`src/rtl/io_uart_tx.sv`:
```
// Memory-mapped UART transmitter: byte FIFO feeding a baud-timed 8N1 serialiser.
// Define IO_UART_TX_PARITY_EN to insert an even-parity bit (8E1 frames).
module io_uart_tx #(
    parameter int unsigned DATA_W      = 64,
    parameter int unsigned FIFO_DEPTH  = 8,
    parameter int unsigned DIV_W       = 16,
    parameter int unsigned DEFAULT_DIV = 867
) (
    input  logic              i_clk,
    input  logic              i_rst,
    input  logic              i_we,
    input  logic              i_re,
    input  logic [3:0]        i_addr,
    input  logic [DATA_W-1:0] i_wdata,
    output logic [DATA_W-1:0] o_rdata,
    output logic              o_tx,
    output logic              o_busy,
    output logic              o_irq
);

    localparam int unsigned AW = $clog2(FIFO_DEPTH);
    localparam logic [AW:0] PtrOne = 1;
    localparam logic [DIV_W-1:0] CntOne = 1;

`ifdef IO_UART_TX_PARITY_EN
    typedef enum logic [2:0] {StIdle, StStart, StData, StStop, StParity} state_e;
`else
    typedef enum logic [2:0] {StIdle, StStart, StData, StStop} state_e;
`endif

    state_e            state_q, state_d;
    logic [7:0]        mem_q [FIFO_DEPTH];
    logic [AW:0]       wr_ptr_q, rd_ptr_q;
    logic [DIV_W-1:0]  div_q, div_d;
    logic [DIV_W-1:0]  cnt_q, cnt_d;
    logic [DIV_W-1:0]  frame_div_q, frame_div_d;
    logic [2:0]        bit_idx_q, bit_idx_d;
    logic [7:0]        sh_q, sh_d;
    logic              tx_q, tx_d;
    logic              ovf_q, ovf_d;
    logic [DATA_W-1:0] rdata_q, rdata_d;
    logic              empty, full, pop, push, push_req, cnt_zero;
    logic [7:0]        head;
`ifdef IO_UART_TX_PARITY_EN
    logic              par_q, par_d;
`endif

    logic unused_wdata;
    assign unused_wdata = ^i_wdata[DATA_W-1:DIV_W];

    assign empty    = (wr_ptr_q == rd_ptr_q);
    assign full     = (wr_ptr_q[AW] != rd_ptr_q[AW]) && (wr_ptr_q[AW-1:0] == rd_ptr_q[AW-1:0]);
    assign head     = mem_q[rd_ptr_q[AW-1:0]];
    assign cnt_zero = (cnt_q == '0);
    assign push_req = i_we && (i_addr == 4'h0);
    // A full FIFO still accepts a byte when the serialiser frees a slot on the same edge.
    assign push     = push_req && (!full || pop);

    always_comb begin
        state_d     = state_q;
        cnt_d       = cnt_q;
        frame_div_d = frame_div_q;
        bit_idx_d   = bit_idx_q;
        sh_d        = sh_q;
        pop         = 1'b0;
`ifdef IO_UART_TX_PARITY_EN
        par_d       = par_q;
`endif
        unique case (state_q)
            StIdle, StStop: begin
                if (state_q == StStop && !cnt_zero) begin
                    cnt_d = cnt_q - CntOne;
                end else if (!empty) begin
                    // New frame: divisor written since the last frame takes effect here.
                    pop         = 1'b1;
                    state_d     = StStart;
                    cnt_d       = div_q;
                    frame_div_d = div_q;
                    sh_d        = head;
`ifdef IO_UART_TX_PARITY_EN
                    par_d       = ^head;
`endif
                end else begin
                    state_d = StIdle;
                end
            end
            StStart: begin
                if (cnt_zero) begin
                    state_d   = StData;
                    cnt_d     = frame_div_q;
                    bit_idx_d = 3'd0;
                end else begin
                    cnt_d = cnt_q - CntOne;
                end
            end
            StData: begin
                if (cnt_zero) begin
                    cnt_d = frame_div_q;
                    if (bit_idx_q == 3'd7) begin
`ifdef IO_UART_TX_PARITY_EN
                        state_d = StParity;
`else
                        state_d = StStop;
`endif
                    end else begin
                        bit_idx_d = bit_idx_q + 3'd1;
                        sh_d      = {1'b0, sh_q[7:1]};
                    end
                end else begin
                    cnt_d = cnt_q - CntOne;
                end
            end
`ifdef IO_UART_TX_PARITY_EN
            StParity: begin
                if (cnt_zero) begin
                    state_d = StStop;
                    cnt_d   = frame_div_q;
                end else begin
                    cnt_d = cnt_q - CntOne;
                end
            end
`endif
            default: state_d = StIdle;
        endcase

        // Line level is a function of the state being entered so o_tx can be registered.
        case (state_d)
            StStart:  tx_d = 1'b0;
            StData:   tx_d = sh_d[0];
`ifdef IO_UART_TX_PARITY_EN
            StParity: tx_d = par_d;
`endif
            default:  tx_d = 1'b1;
        endcase
    end

    always_comb begin
        div_d = div_q;
        if (i_we && (i_addr == 4'h8)) begin
            div_d = i_wdata[DIV_W-1:0];
        end
        ovf_d = ovf_q;
        if (i_re && (i_addr == 4'h4)) begin
            ovf_d = 1'b0;
        end
        if (push_req && full && !pop) begin
            ovf_d = 1'b1;
        end
        rdata_d = rdata_q;
        if (i_re) begin
            rdata_d = '0;
            if (i_addr == 4'h4) begin
                rdata_d[3:0] = {ovf_q, state_q != StIdle, empty, full};
            end else if (i_addr == 4'h8) begin
                rdata_d[DIV_W-1:0] = div_q;
            end
        end
    end

    always_ff @(posedge i_clk or negedge i_rst) begin
        if (!i_rst) begin
            state_q     <= StIdle;
            wr_ptr_q    <= '0;
            rd_ptr_q    <= '0;
            div_q       <= DIV_W'(DEFAULT_DIV);
            cnt_q       <= '0;
            frame_div_q <= '0;
            bit_idx_q   <= '0;
            sh_q        <= '0;
            tx_q        <= 1'b1;
            ovf_q       <= 1'b0;
            rdata_q     <= '0;
`ifdef IO_UART_TX_PARITY_EN
            par_q       <= 1'b0;
`endif
        end else begin
            state_q     <= state_d;
            wr_ptr_q    <= push ? wr_ptr_q + PtrOne : wr_ptr_q;
            rd_ptr_q    <= pop ? rd_ptr_q + PtrOne : rd_ptr_q;
            div_q       <= div_d;
            cnt_q       <= cnt_d;
            frame_div_q <= frame_div_d;
            bit_idx_q   <= bit_idx_d;
            sh_q        <= sh_d;
            tx_q        <= tx_d;
            ovf_q       <= ovf_d;
            rdata_q     <= rdata_d;
`ifdef IO_UART_TX_PARITY_EN
            par_q       <= par_d;
`endif
        end
    end

    always_ff @(posedge i_clk) begin
        if (push) begin
            mem_q[wr_ptr_q[AW-1:0]] <= i_wdata[7:0];
        end
    end

    assign o_tx    = tx_q;
    assign o_rdata = rdata_q;
    assign o_busy  = (state_q != StIdle);
    assign o_irq   = empty && (state_q == StIdle);

endmodule

```
`config.mk`:
```
export PLATFORM = sky130hd
export DESIGN_NAME = io_uart_tx
export DESIGN_NICKNAME = d
export VERILOG_FILES = /design/src/rtl/io_uart_tx.sv
export SDC_FILE = /design/constraint.sdc
export NUM_CORES = 1
export LEC_CHECK = 0
export BUFFER_PORTS_ARGS = -buffer_cell sky130_fd_sc_hd__buf_4
export CORE_MARGIN = 4
export CORE_UTILIZATION = 52
export CTS_BUF_LIST = sky130_fd_sc_hd__clkbuf_4 sky130_fd_sc_hd__clkbuf_8
export DETAILED_ROUTE_END_ITERATION = 10
export PLACE_DENSITY = 0.85
export SYNTH_ARGS = -nofsm -noshare
export SYNTH_HDL_FRONTEND = slang
export SYNTH_SLANG_ARGS = --single-unit
export TNS_END_PERCENT = 100
```
`constraint.sdc`:
```
create_clock -name i_clk -period 3.15 [get_ports i_clk]
set_clock_uncertainty 0.2 [all_clocks]
set_input_delay 0.4725 -clock i_clk [delete_from_list [all_inputs] [get_ports i_clk]]
set_output_delay 0.4725 -clock i_clk [all_outputs]
set_load 0.05 [all_outputs]
```
==> flow_metrics.tcl, run 1 <==
set metrics [dict create \
    crit_buf_inv 2 \
    finalNetCount 753 \
    fin_util_pct 58.6 \
    routed-wl-met3_microns 1410 \
    period_minus_slack_ns 2.77 \
    critical_path.top_delay_family "compound AO/OA/AOI/OAI gates" \
    violations "hold timing" \
    synthesis.area_sq_mm 0.00737 \
    ctsLongestPathBuffers 2 \
    cellPowerDensity_mw_per_mm2 799 \
    rsz0062_at_grt "false" \
    grt_pass1_vias 4841 \
    h-tree-depth 4 \
    die_w_microns 127 \
    grt_use_total_pct 20.6 \
    antenna_found_initial 0 \
    critical_path_depth 9 \
    final_cell_mix "nand2_1, dfrtp_1, edfxtp_1" \
    critPathKind "reg -> reg" \
    arrival_ns 2.97 \
    holdBufCountCts 0 \
    required_ns 3.35 \
    synthFlopType "dfrtp_1" \
    tritoncts "yes" \
    drt-met1-wl_microns 6760 \
    synthArstFlopShare_pct 57.9 \
    netlist_instances 626 \
    routed_wl_microns 16100 \
    design_area_sq_mm 0.00813 \
    dieArea_sq_mm 0.0161 \
    placed_area_sq_mm 0.00772 \
    drt_pass1_iterations 5 \
    regArea_sq_mm 0.00413 \
    wl_met2_microns 7620 \
    hold_slack_ns -0.00410 \
    antenna_cells 0 \
    cts_setup_buffers 0 \
    rr_startpoint "cnt_q[0]$_DFFE_PN0P_" \
    ant_nets 0 \
    clock-sinks 152 \
    max-vdd-ir-drop_uv 457 \
    ioPinCount 139 \
    globalplace.congestion 0.913 \
    cp_slowest_cell "dfrtp_1" \
    coreArea_sq_mm 0.0139 \
    synth_edf_count 64 \
    startpoint_type "register" \
    final-setup-viol-count 0 \
    final_common_cell "nand2_1" \
    highest_layer "met4" \
    drv_cap 0 \
    cts_buffers 17 \
    max_freq_ghz 0.361 \
    multi_input_area_sq_mm 0.00282 \
    yosys_warnings 0 \
    maxSlewViolCount 0 \
    tightestPinTransition_ns 1.08 \
    grt_max_degree 89 \
    nFillCells 1062 \
    overflow 0 \
    synthDistinctLibCells 69 \
    relSlewSlack_pct 28.1 \
    clkSlewWorstSetupHoldPaths_ns 0.09 \
    num_vias 5086 \
    drc 0 \
    cp_max_fo 12 \
    cts-root-buf "clkbuf_8" \
    tns_ns 0 \
    p_leak_nw 3.36 \
    hold_violations 2 \
    ys_seq_elements 152 \
    ys_seq_area_share_pct 56.1 \
    die_y_microns 127 \
    path_cells "inv_1 -> ha_1 -> nor4b_4 -> buf_4 -> nand4_4 -> o21ai_2 -> nand2_2 -> o21ai_0 -> o31a_1" \
    end_kind "register" \
    rr_endpoint "o_tx$_DFF_PN1_" \
    viasPerCell 5.85 \
    fp-row-count 43 \
    drt_iter0_markers 545 \
    clk_latency_ns 0.46 \
    post_drt_wl_per_cell_microns 18.5 \
    io_buffers 42 \
    syn2layout_area_growth_pct 10.4 \
    total_power_mw 6.50 \
    critical-path-max-stage-delay_ns 0.41 \
    ctsResizeCount 0 \
    min_period_over_period_pct 88.0 \
    drive_gt1_share_pct 22.1 \
    syn_area_per_cell_sq_um 11.8 \
    initial_core_util_pct 53.1 \
    status "finished with violations" \
    grt_pass1_wl_microns 25900 \
    reg2regPathDepth 9 \
    r2r_setup_slack_ns 0.38 \
    holdCritPathClass "in -> async" \
    dpl.hpwl_microns 10900 \
]
sequential cells by signal, summed over array words and instances (netlist names):
name / flops
ovf_q: 1
state_q: 3
mem_q: 64
div_q: 16
o_tx: 1
sh_q: 8
cnt_q: 16
frame_div_q: 16
wr_ptr_q: 4
o_rdata: 16
rd_ptr_q: 4
bit_idx_q: 3
report_power, final:
group          internal, mW  total [mW]  switching (mW)
clock network         0.676        1.51           0.837
logic                 0.867        2.16            1.29
registers              2.44        2.83           0.384
total                  3.98        6.50            2.51
routing by layer:
| layer | GRT usage (%) | vias to the layer above |
|---|---|---|
| met3 | 4.14 | 28 |
| li1 | - | 2276 |
| met4 | 6.75 | 0 |
| met1 | 29.2 | 2496 |
| met2 | 32.2 | 286 |
| met5 | 0 | - |
worst reg2reg max path: cells and delay by family (launching register included):
family,cells,cell delay [ns]
adders and majority gates,1,0.24
and+or+nand+nor,3,0.69
DFF,1,0.41
AOI/OAI and AO/OA,3,0.85
buffers and inverters,2,0.32
Yosys cell counts, types with 9 or more instances:
cell	n	area share, %
xnor2_1	9	1.1
mux4_2	16	4.9
nor3_1	14	0.95
mux2i_1	9	1.2
nand2_1	90	4.6
inv_1	23	1.2
a21oi_1	14	0.95
edfxtp_1	64	26
o21ai_0	48	3.3
mux2_2	16	2.4
a221o_1	11	1.5
dfrtp_1	81	28
clkbuf_1	13	0.66
a22oi_1	12	1.2
nor2_1	26	1.3
a22o_1	9	1.1
buf_4	51	5.2
kinds of logic after synthesis:
family,after synthesis,share of synthesized area [%]
and+or+nand+nor,183,12.7
DFF,152,56.1
other,1,0.0509
xor gates and xnor gates,13,1.55
muxes,42,8.71
adders and majority gates,5,0.849
buffers and inverters,101,8.10
AOI/OAI and AO/OA,129,12.0
how the worst max path moves through the flow:
stage | from | end
2_1_floorplan | cnt_q[0]$_DFFE_PN0P_ | mem_q[0][0]$_DFFE_PP_
3_3_place_gp | cnt_q[0]$_DFFE_PN0P_ | frame_div_q[7]$_DFFE_PN0P_
5_1_grt | cnt_q[0]$_DFFE_PN0P_ | cnt_q[7]$_DFFE_PN0P_
4_1_cts | wr_ptr_q[0]$_DFFE_PN0P_ | mem_q[7][2]$_DFFE_PP_
3_5_place_dp | cnt_q[0]$_DFFE_PN0P_ | o_tx$_DFF_PN1_
6_report | cnt_q[0]$_DFFE_PN0P_ | o_tx$_DFF_PN1_
per-stage QoR:
step	instances	setup slack, ns	hold slack, ns
CTS	869	0.398	0.0183
global route	869	0.205	0.0235
global placement	837	0.494	0.261
floorplan	674	0.00827	-0.0231
finish	869	0.377	-0.00410
detailed placement	837	0.435	0.259
layout make-up:
class / count / area share (%)
clock buffers: 17 / 2.88
repair buffers: 61 / 5.63
inverters: 23 / 1.06
well taps: 180 / 2.77
clock inverters: 15 / 2.22
flip-flops and latches: 152 / 50.8
multi-input cells: 421 / 34.6
No activity file was read; power rests on OpenSTA's default activity.
==> inputs of run 2 (changes only) <==
--- a/config.mk
+++ b/config.mk
@@ -5,12 +5,14 @@
 export SDC_FILE = /design/constraint.sdc
 export NUM_CORES = 1
 export LEC_CHECK = 0
+export ABC_AREA = 1
 export BUFFER_PORTS_ARGS = -buffer_cell sky130_fd_sc_hd__buf_4
 export CORE_MARGIN = 4
 export CORE_UTILIZATION = 52
 export CTS_BUF_LIST = sky130_fd_sc_hd__clkbuf_4 sky130_fd_sc_hd__clkbuf_8
 export DETAILED_ROUTE_END_ITERATION = 10
-export PLACE_DENSITY = 0.85
+export GPL_TIMING_DRIVEN = 0
+export PLACE_DENSITY = 0.84
 export SYNTH_ARGS = -nofsm -noshare
 export SYNTH_HDL_FRONTEND = slang
 export SYNTH_SLANG_ARGS = --single-unit
==> flow_metrics.tcl, run 2 <==
set metrics [dict create \
    r2r_setup_slack_ns 0.09 \
    drt_iter0_markers 517 \
    cp_slowest_cell "nor3_2" \
    coreArea_sq_mm 0.0140 \
    die_y_microns 128 \
    rsz0062_at_grt "true" \
    h-tree-depth 4 \
    grt_use_total_pct 21.9 \
    final-setup-viol-count 0 \
    critPathKind "reg -> reg" \
    busiest_layer "met2" \
    tightestPinTransition_ns 1.10 \
    critical-path-max-stage-delay_ns 0.69 \
    holdCritPathClass "in -> async" \
    ctsResizeCount 4 \
    min_period_over_period_pct 97.2 \
    reg2regPathDepth 10 \
    drc 0 \
    p_int_mw 3.87 \
    p_sw_mw 2.82 \
    yosys.area.top_type "dfrtp_1" \
    critical_path.top_delay_family "simple AND/OR/NAND/NOR gates" \
    synthesis.area_sq_mm 0.00755 \
    yosys-top-cells-count "nand2_1, nor2_1, dfrtp_1, edfxtp_1, nand3_1" \
    status "finished with violations" \
    startpoint_type "register" \
    final_common_cell "nand2_1" \
    fp-row-count 43 \
    nFillCells 1153 \
    num_vias 6098 \
    maxSlewViolCount 0 \
    synth_top_area_share_pct 26.8 \
    required_ns 3.04 \
    grt_max_degree 89 \
    end_kind "register" \
    routed_wl_microns 17900 \
    pwr-share-clk_pct 21.5 \
    synthDistinctLibCells 40 \
    synth.area.top_cells "dfrtp_1, edfxtp_1, nand2_1, nor2_1, buf_4" \
    cellPowerDensity_mw_per_mm2 769 \
    finalNetCount 1029 \
    hold_violations 4 \
    drv_cap 0 \
    drt_pass1_iterations 6 \
    max_freq_ghz 0.327 \
    p_comb_share_pct 37.8 \
    clk_latency_ns 0.46 \
    syn2layout_area_growth_pct 15.3 \
    globalplace.congestion 0.909 \
    viasPerCell 5.33 \
    cts_buffers 17 \
    yosysMostFrequentCell "nand2_1" \
    clkSlewWorstSetupHoldPaths_ns 0.09 \
    tns_ns 0 \
    met2_usage_pct 34.7 \
    rr_startpoint "cnt_q[0]$_DFFE_PN0P_" \
    dieArea_sq_mm 0.0165 \
    ys_seq_area_share_pct 54.7 \
    max-vdd-ir-drop_uv 438 \
    tritoncts "yes" \
    relSlewSlack_pct 26.7 \
    clock-sinks 152 \
    syn_area_per_cell_sq_um 8.96 \
    grt.met3_usage_pct 3.78 \
    die_w_microns 128 \
    period_minus_slack_ns 3.06 \
    drive_gt1_share_pct 20.1 \
    hold_slack_ns -0.0114 \
    cp_max_fo 8 \
    violations "hold timing" \
    p_leak_nw 4.08 \
    largest_reg_flops 64 \
    synth_edf_count 64 \
    ys_seq_elements 152 \
    rr_endpoint "mem_q[1][2]$_DFFE_PP_" \
    netlist_instances 843 \
    cts-root-buf "clkbuf_8" \
    antenna_cells 0 \
    p_seq_share_pct 40.7 \
    use_met1_pct 30.1 \
    ant_nets 0 \
    dpl.hpwl_microns 12400 \
    overflow 0 \
    cts_setup_buffers 0 \
    synthArstFlopShare_pct 57.9 \
    p_sw_share_pct 42.2 \
    initial_core_util_pct 53.8 \
    final_cell_mix "nand2_1, nor2_1, buf_4" \
    yosys_warnings 0 \
    grt_pass1_wl_microns 28300 \
    path_cells "inv_1 -> ha_1 -> nand2_1 -> nor2_4 -> nand2_4 -> nand2_8 -> nand3_4 -> nand2_2 -> nand3_1 -> nor3_2" \
    layout.cells.non_filler 1145 \
    post_drt_wl_per_cell_microns 15.6 \
    io_buffers 42 \
    dp_cells 1113 \
    synthFlopType "dfrtp_1" \
    ioPinCount 139 \
    antenna_found_initial 0 \
    holdBufCountCts 0 \
    ctsLongestPathBuffers 2 \
    arrival_ns 2.95 \
    grt_pass1_vias 5549 \
    crit_buf_inv 1 \
]
[run 2: cell types whose count changed after synthesis, moves of 12 or more]
cell     before  now
a22oi_1      12    0
inv_1        23   51
mux2_2       16    4
mux4_2       16    0
nand2_1      90  213
nand3_1       6   62
nor2_1       26  111
o22ai_1       3   16
[run 2: through the flow]
stage / total power [mW] / area, sq um / worst slack (ns) / utilization, %
after floorplan: 4.55 / 7730 / 0.330 / -
after global placement: 5.11 / 8270 / -0.193 / 58.9
after detailed placement: 5.19 / 8270 / -0.329 / 58.9
after CTS: 6.65 / 8680 / -0.211 / 61.8
after global routing: 7.12 / 8700 / -0.0673 / 62.0
final: 6.69 / 8700 / 0.0880 / 62.0
[run 2: logic make-up (layout without fill, tap and decap cells)]
kind of cell	Yosys count	after routing	share of synthesized area, %
AOI/OAI and AO/OA	105	105	7.97
xor gates and xnor gates	14	14	1.62
adders and majority gates	5	5	0.829
buffers and inverters	139	213	10.1
DFF	152	152	54.7
muxes	4	4	0.597
other	1	49	0.0497
and+or+nand+nor	423	423	24.1
[run 2: how the worst max path moves through the flow]
stage,cells after the start,slack (ns),start,end
4_1_cts,10,-0.21,cnt_q[0]$_DFFE_PN0P_,mem_q[2][2]$_DFFE_PP_
6_report,10,0.09,cnt_q[0]$_DFFE_PN0P_,mem_q[1][2]$_DFFE_PP_
3_3_place_gp,10,-0.19,cnt_q[0]$_DFFE_PN0P_,mem_q[3][1]$_DFFE_PP_
3_5_place_dp,10,-0.33,cnt_q[0]$_DFFE_PN0P_,mem_q[1][5]$_DFFE_PP_
5_1_grt,10,-0.07,cnt_q[0]$_DFFE_PN0P_,mem_q[1][2]$_DFFE_PP_
2_1_floorplan,7,0.33,state_q[2]$_DFF_PN0_,mem_q[1][0]$_DFFE_PP_
[run 2: final cells by class]
type	instances	area [sq um]	area share [%]
Tap cell	180	225	2.59
Clock buffer	17	234	2.69
Multi-Input combinational cell	600	2870	33.0
Timing Repair Buffer	42	315	3.62
Sequential cell	152	4130	47.5
Clock inverter	15	156	1.80
Inverter	62	233	2.67
Buffer	77	532	6.11
[run 2: power groups by stage]
stage                     combinational [mW]  clock, mW  sequential [mW]
after global placement                  2.37          0             2.74
final                                   2.53       1.44             2.72
after floorplan                         1.81          0             2.74
after global routing                    2.80       1.55             2.77
after CTS                               2.48       1.46             2.71
after detailed placement                2.45          0             2.75
[run 2: routing by layer]
metal	up-vias	part of all wire [%]	routed length (microns)
met3	44	9.1	1630
met4	0	3.1	548
met2	320	47	8440
met5	-	0	0
li1	2899	-	-
met1	2835	41	7270
==> inputs of run 3 (changes only) <==
--- a/config.mk
+++ b/config.mk
@@ -5,14 +5,13 @@
 export SDC_FILE = /design/constraint.sdc
 export NUM_CORES = 1
 export LEC_CHECK = 0
-export ABC_AREA = 1
 export BUFFER_PORTS_ARGS = -buffer_cell sky130_fd_sc_hd__buf_4
 export CORE_MARGIN = 4
 export CORE_UTILIZATION = 52
 export CTS_BUF_LIST = sky130_fd_sc_hd__clkbuf_4 sky130_fd_sc_hd__clkbuf_8
 export DETAILED_ROUTE_END_ITERATION = 10
 export GPL_TIMING_DRIVEN = 0
-export PLACE_DENSITY = 0.84
+export PLACE_DENSITY = 0.85
 export SYNTH_ARGS = -nofsm -noshare
 export SYNTH_HDL_FRONTEND = slang
 export SYNTH_SLANG_ARGS = --single-unit
==> flow_metrics.tcl, run 3 (synthesis gave the netlist of run 1 again) <==
set metrics [dict create \
    critPathKind "reg -> reg" \
    grt_pass1_wl_microns 26200 \
    relSlewSlack_pct 26.9 \
    initial_core_util_pct 53.1 \
    hold_slack_ns 0.0193 \
    drt_pass1_iterations 5 \
    max_freq_ghz 0.324 \
    globalplace.congestion 0.915 \
    maxSlewViolCount 0 \
    tritoncts "yes" \
    path_cells "clkbuf_2 -> xnor2_1 -> and4b_1 -> or3_4 -> o21ai_4 -> nand3_1 -> nor3_4 -> buf_12" \
    arrival_ns 3.06 \
    tightestPinTransition_ns 1.10 \
    coreArea_sq_mm 0.0139 \
    multi_input_area_sq_mm 0.00289 \
    ioPinCount 139 \
    grt_pass1_vias 4970 \
    cts-root-buf "clkbuf_8" \
    rr_endpoint "mem_q[4][3]$_DFFE_PP_" \
    regArea_sq_mm 0.00413 \
    overflow 0 \
    setup_slack_ns 0.0645 \
    routed_wl_microns 17200 \
    antenna_found_initial 0 \
    ctsLongestPathBuffers 2 \
    critPathLaunch "wr_ptr_q[0]$_DFFE_PN0P_" \
    post_drt_wl_per_cell_microns 18.3 \
    critical-path-max-stage-delay_ns 0.42 \
    holdCritPathClass "in -> async" \
    io_buffers 42 \
    cts_buffers 17 \
    drive_gt1_share_pct 27.9 \
    viasPerCell 5.69 \
    period_minus_slack_ns 3.09 \
    crit_buf_inv 2 \
    die_y_microns 127 \
    max-vdd-ir-drop_uv 565 \
    cellPowerDensity_mw_per_mm2 763 \
    clock-sinks 152 \
    die_w_microns 127 \
    preCtsSetupSlack_ns -0.513 \
    r2r_setup_slack_ns 0.06 \
    num_vias 5329 \
    drv_cap 0 \
    final_cell_mix "buf_4, nand2_1, dfrtp_1" \
    status "finished clean" \
    dpl.hpwl_microns 11100 \
    rr_startpoint "wr_ptr_q[0]$_DFFE_PN0P_" \
    end_kind "register" \
    reg2regPathDepth 8 \
    grt_max_degree 89 \
    cp_max_fo 8 \
    final-setup-viol-count 0 \
    critical_path_depth 8 \
    min_period_over_period_pct 98.0 \
    fin_util_pct 62.5 \
    cp_slowest_cell "or3_4" \
    dp_cells 896 \
    required_ns 3.12 \
    tns_ns 0 \
    p_leak_nw 3.64 \
    nFillCells 1034 \
    fp-row-count 43 \
    design_area_sq_mm 0.00867 \
    clk_latency_ns 0.47 \
    endpoint "mem_q[4][3]$_DFFE_PP_" \
    grt_use_total_pct 20.5 \
    antenna_cells 0 \
    critical_path.top_delay_family "simple AND/OR/NAND/NOR gates" \
    hold_violations 0 \
    startpoint_type "register" \
    total_power_mw 6.61 \
    dieArea_sq_mm 0.0161 \
    ant_nets 0 \
    holdBufCountCts 0 \
    finalNetCount 821 \
    placed_area_sq_mm 0.00809 \
    layout.cells.non_filler 937 \
    clkSlewWorstSetupHoldPaths_ns 0.11 \
    drc 0 \
    h-tree-depth 4 \
    syn2layout_area_growth_pct 17.7 \
    drt_iter0_markers 598 \
    final_common_cell "buf_4" \
    largest_reg_flops 64 \
]
## run 3: cell types whose count changed in the layout (fill, tap and decap cells not counted), moves of 12 or more
cell     change
nand2_1    -123
nor2_1      -87
nand3_1     -56
inv_1       -28
mux4_2      +16
o22ai_1     -13
a22oi_1     +12
mux2_2      +12
## run 3: worst min-delay path by stage
stage,slack [ns],cells after the start,end,from
4_1_cts,0.04,2,div_q[11]$_DFFE_PN0P_,i_wdata[11]
3_3_place_gp,0.26,2,frame_div_q[14]$_DFFE_PN0P_,frame_div_q[14]$_DFFE_PN0P_
6_report,0.02,1,o_rdata[10]$_DFFE_PN0P_,i_rst
3_5_place_dp,0.26,2,frame_div_q[14]$_DFFE_PN0P_,frame_div_q[14]$_DFFE_PN0P_
2_1_floorplan,-0.02,0,bit_idx_q[0]$_DFFE_PN0P_,i_rst
5_1_grt,0.04,2,div_q[11]$_DFFE_PN0P_,i_wdata[11]
## run 3: cell type report
class / count / area share, %
plain buffers: 78 / 5.89
clock buffers: 17 / 2.70
clock inverters: 15 / 1.79
inverters: 23 / 0.996
multi-input cells: 421 / 33.4
flip-flops and latches: 152 / 47.7
well taps: 180 / 2.60
repair buffers: 51 / 4.99
## run 3: metal layers
layer | part of all wire (%) | track usage, % | vias up | wire (microns)
met4 | 2.6 | 5.80 | 0 | 444
met2 | 48 | 32.3 | 323 | 8270
met3 | 9.6 | 4.47 | 41 | 1650
met5 | 0 | 0 | - | 0
li1 | - | - | 2406 | -
met1 | 40 | 29.0 | 2559 | 6830
## run 3: power by group
group / total [mW] / leakage (nW) / internal (mW) / switching [mW]
Sequential: 2.80 / 1.69 / 2.44 / 0.361
Combinational: 2.38 / 1.77 / 0.940 / 1.44
Clock: 1.44 / 0.187 / 0.589 / 0.847
## run 3: repair_timing
action / in CTS / in global routing
endpoints found under the setup margin: 56 / 56
setup buffers: 0 / 9
gates resized for setup: 9 / 4
pin swaps: 0 / 6
## run 3: worst reg2reg max path, delay by kind of cell (launching register included)
family	cells	cell delay, ns
buf+inv	2	0.39
compound gates	1	0.24
xor+xnor	1	0.23
simple gates	4	1.33
flops	1	0.41
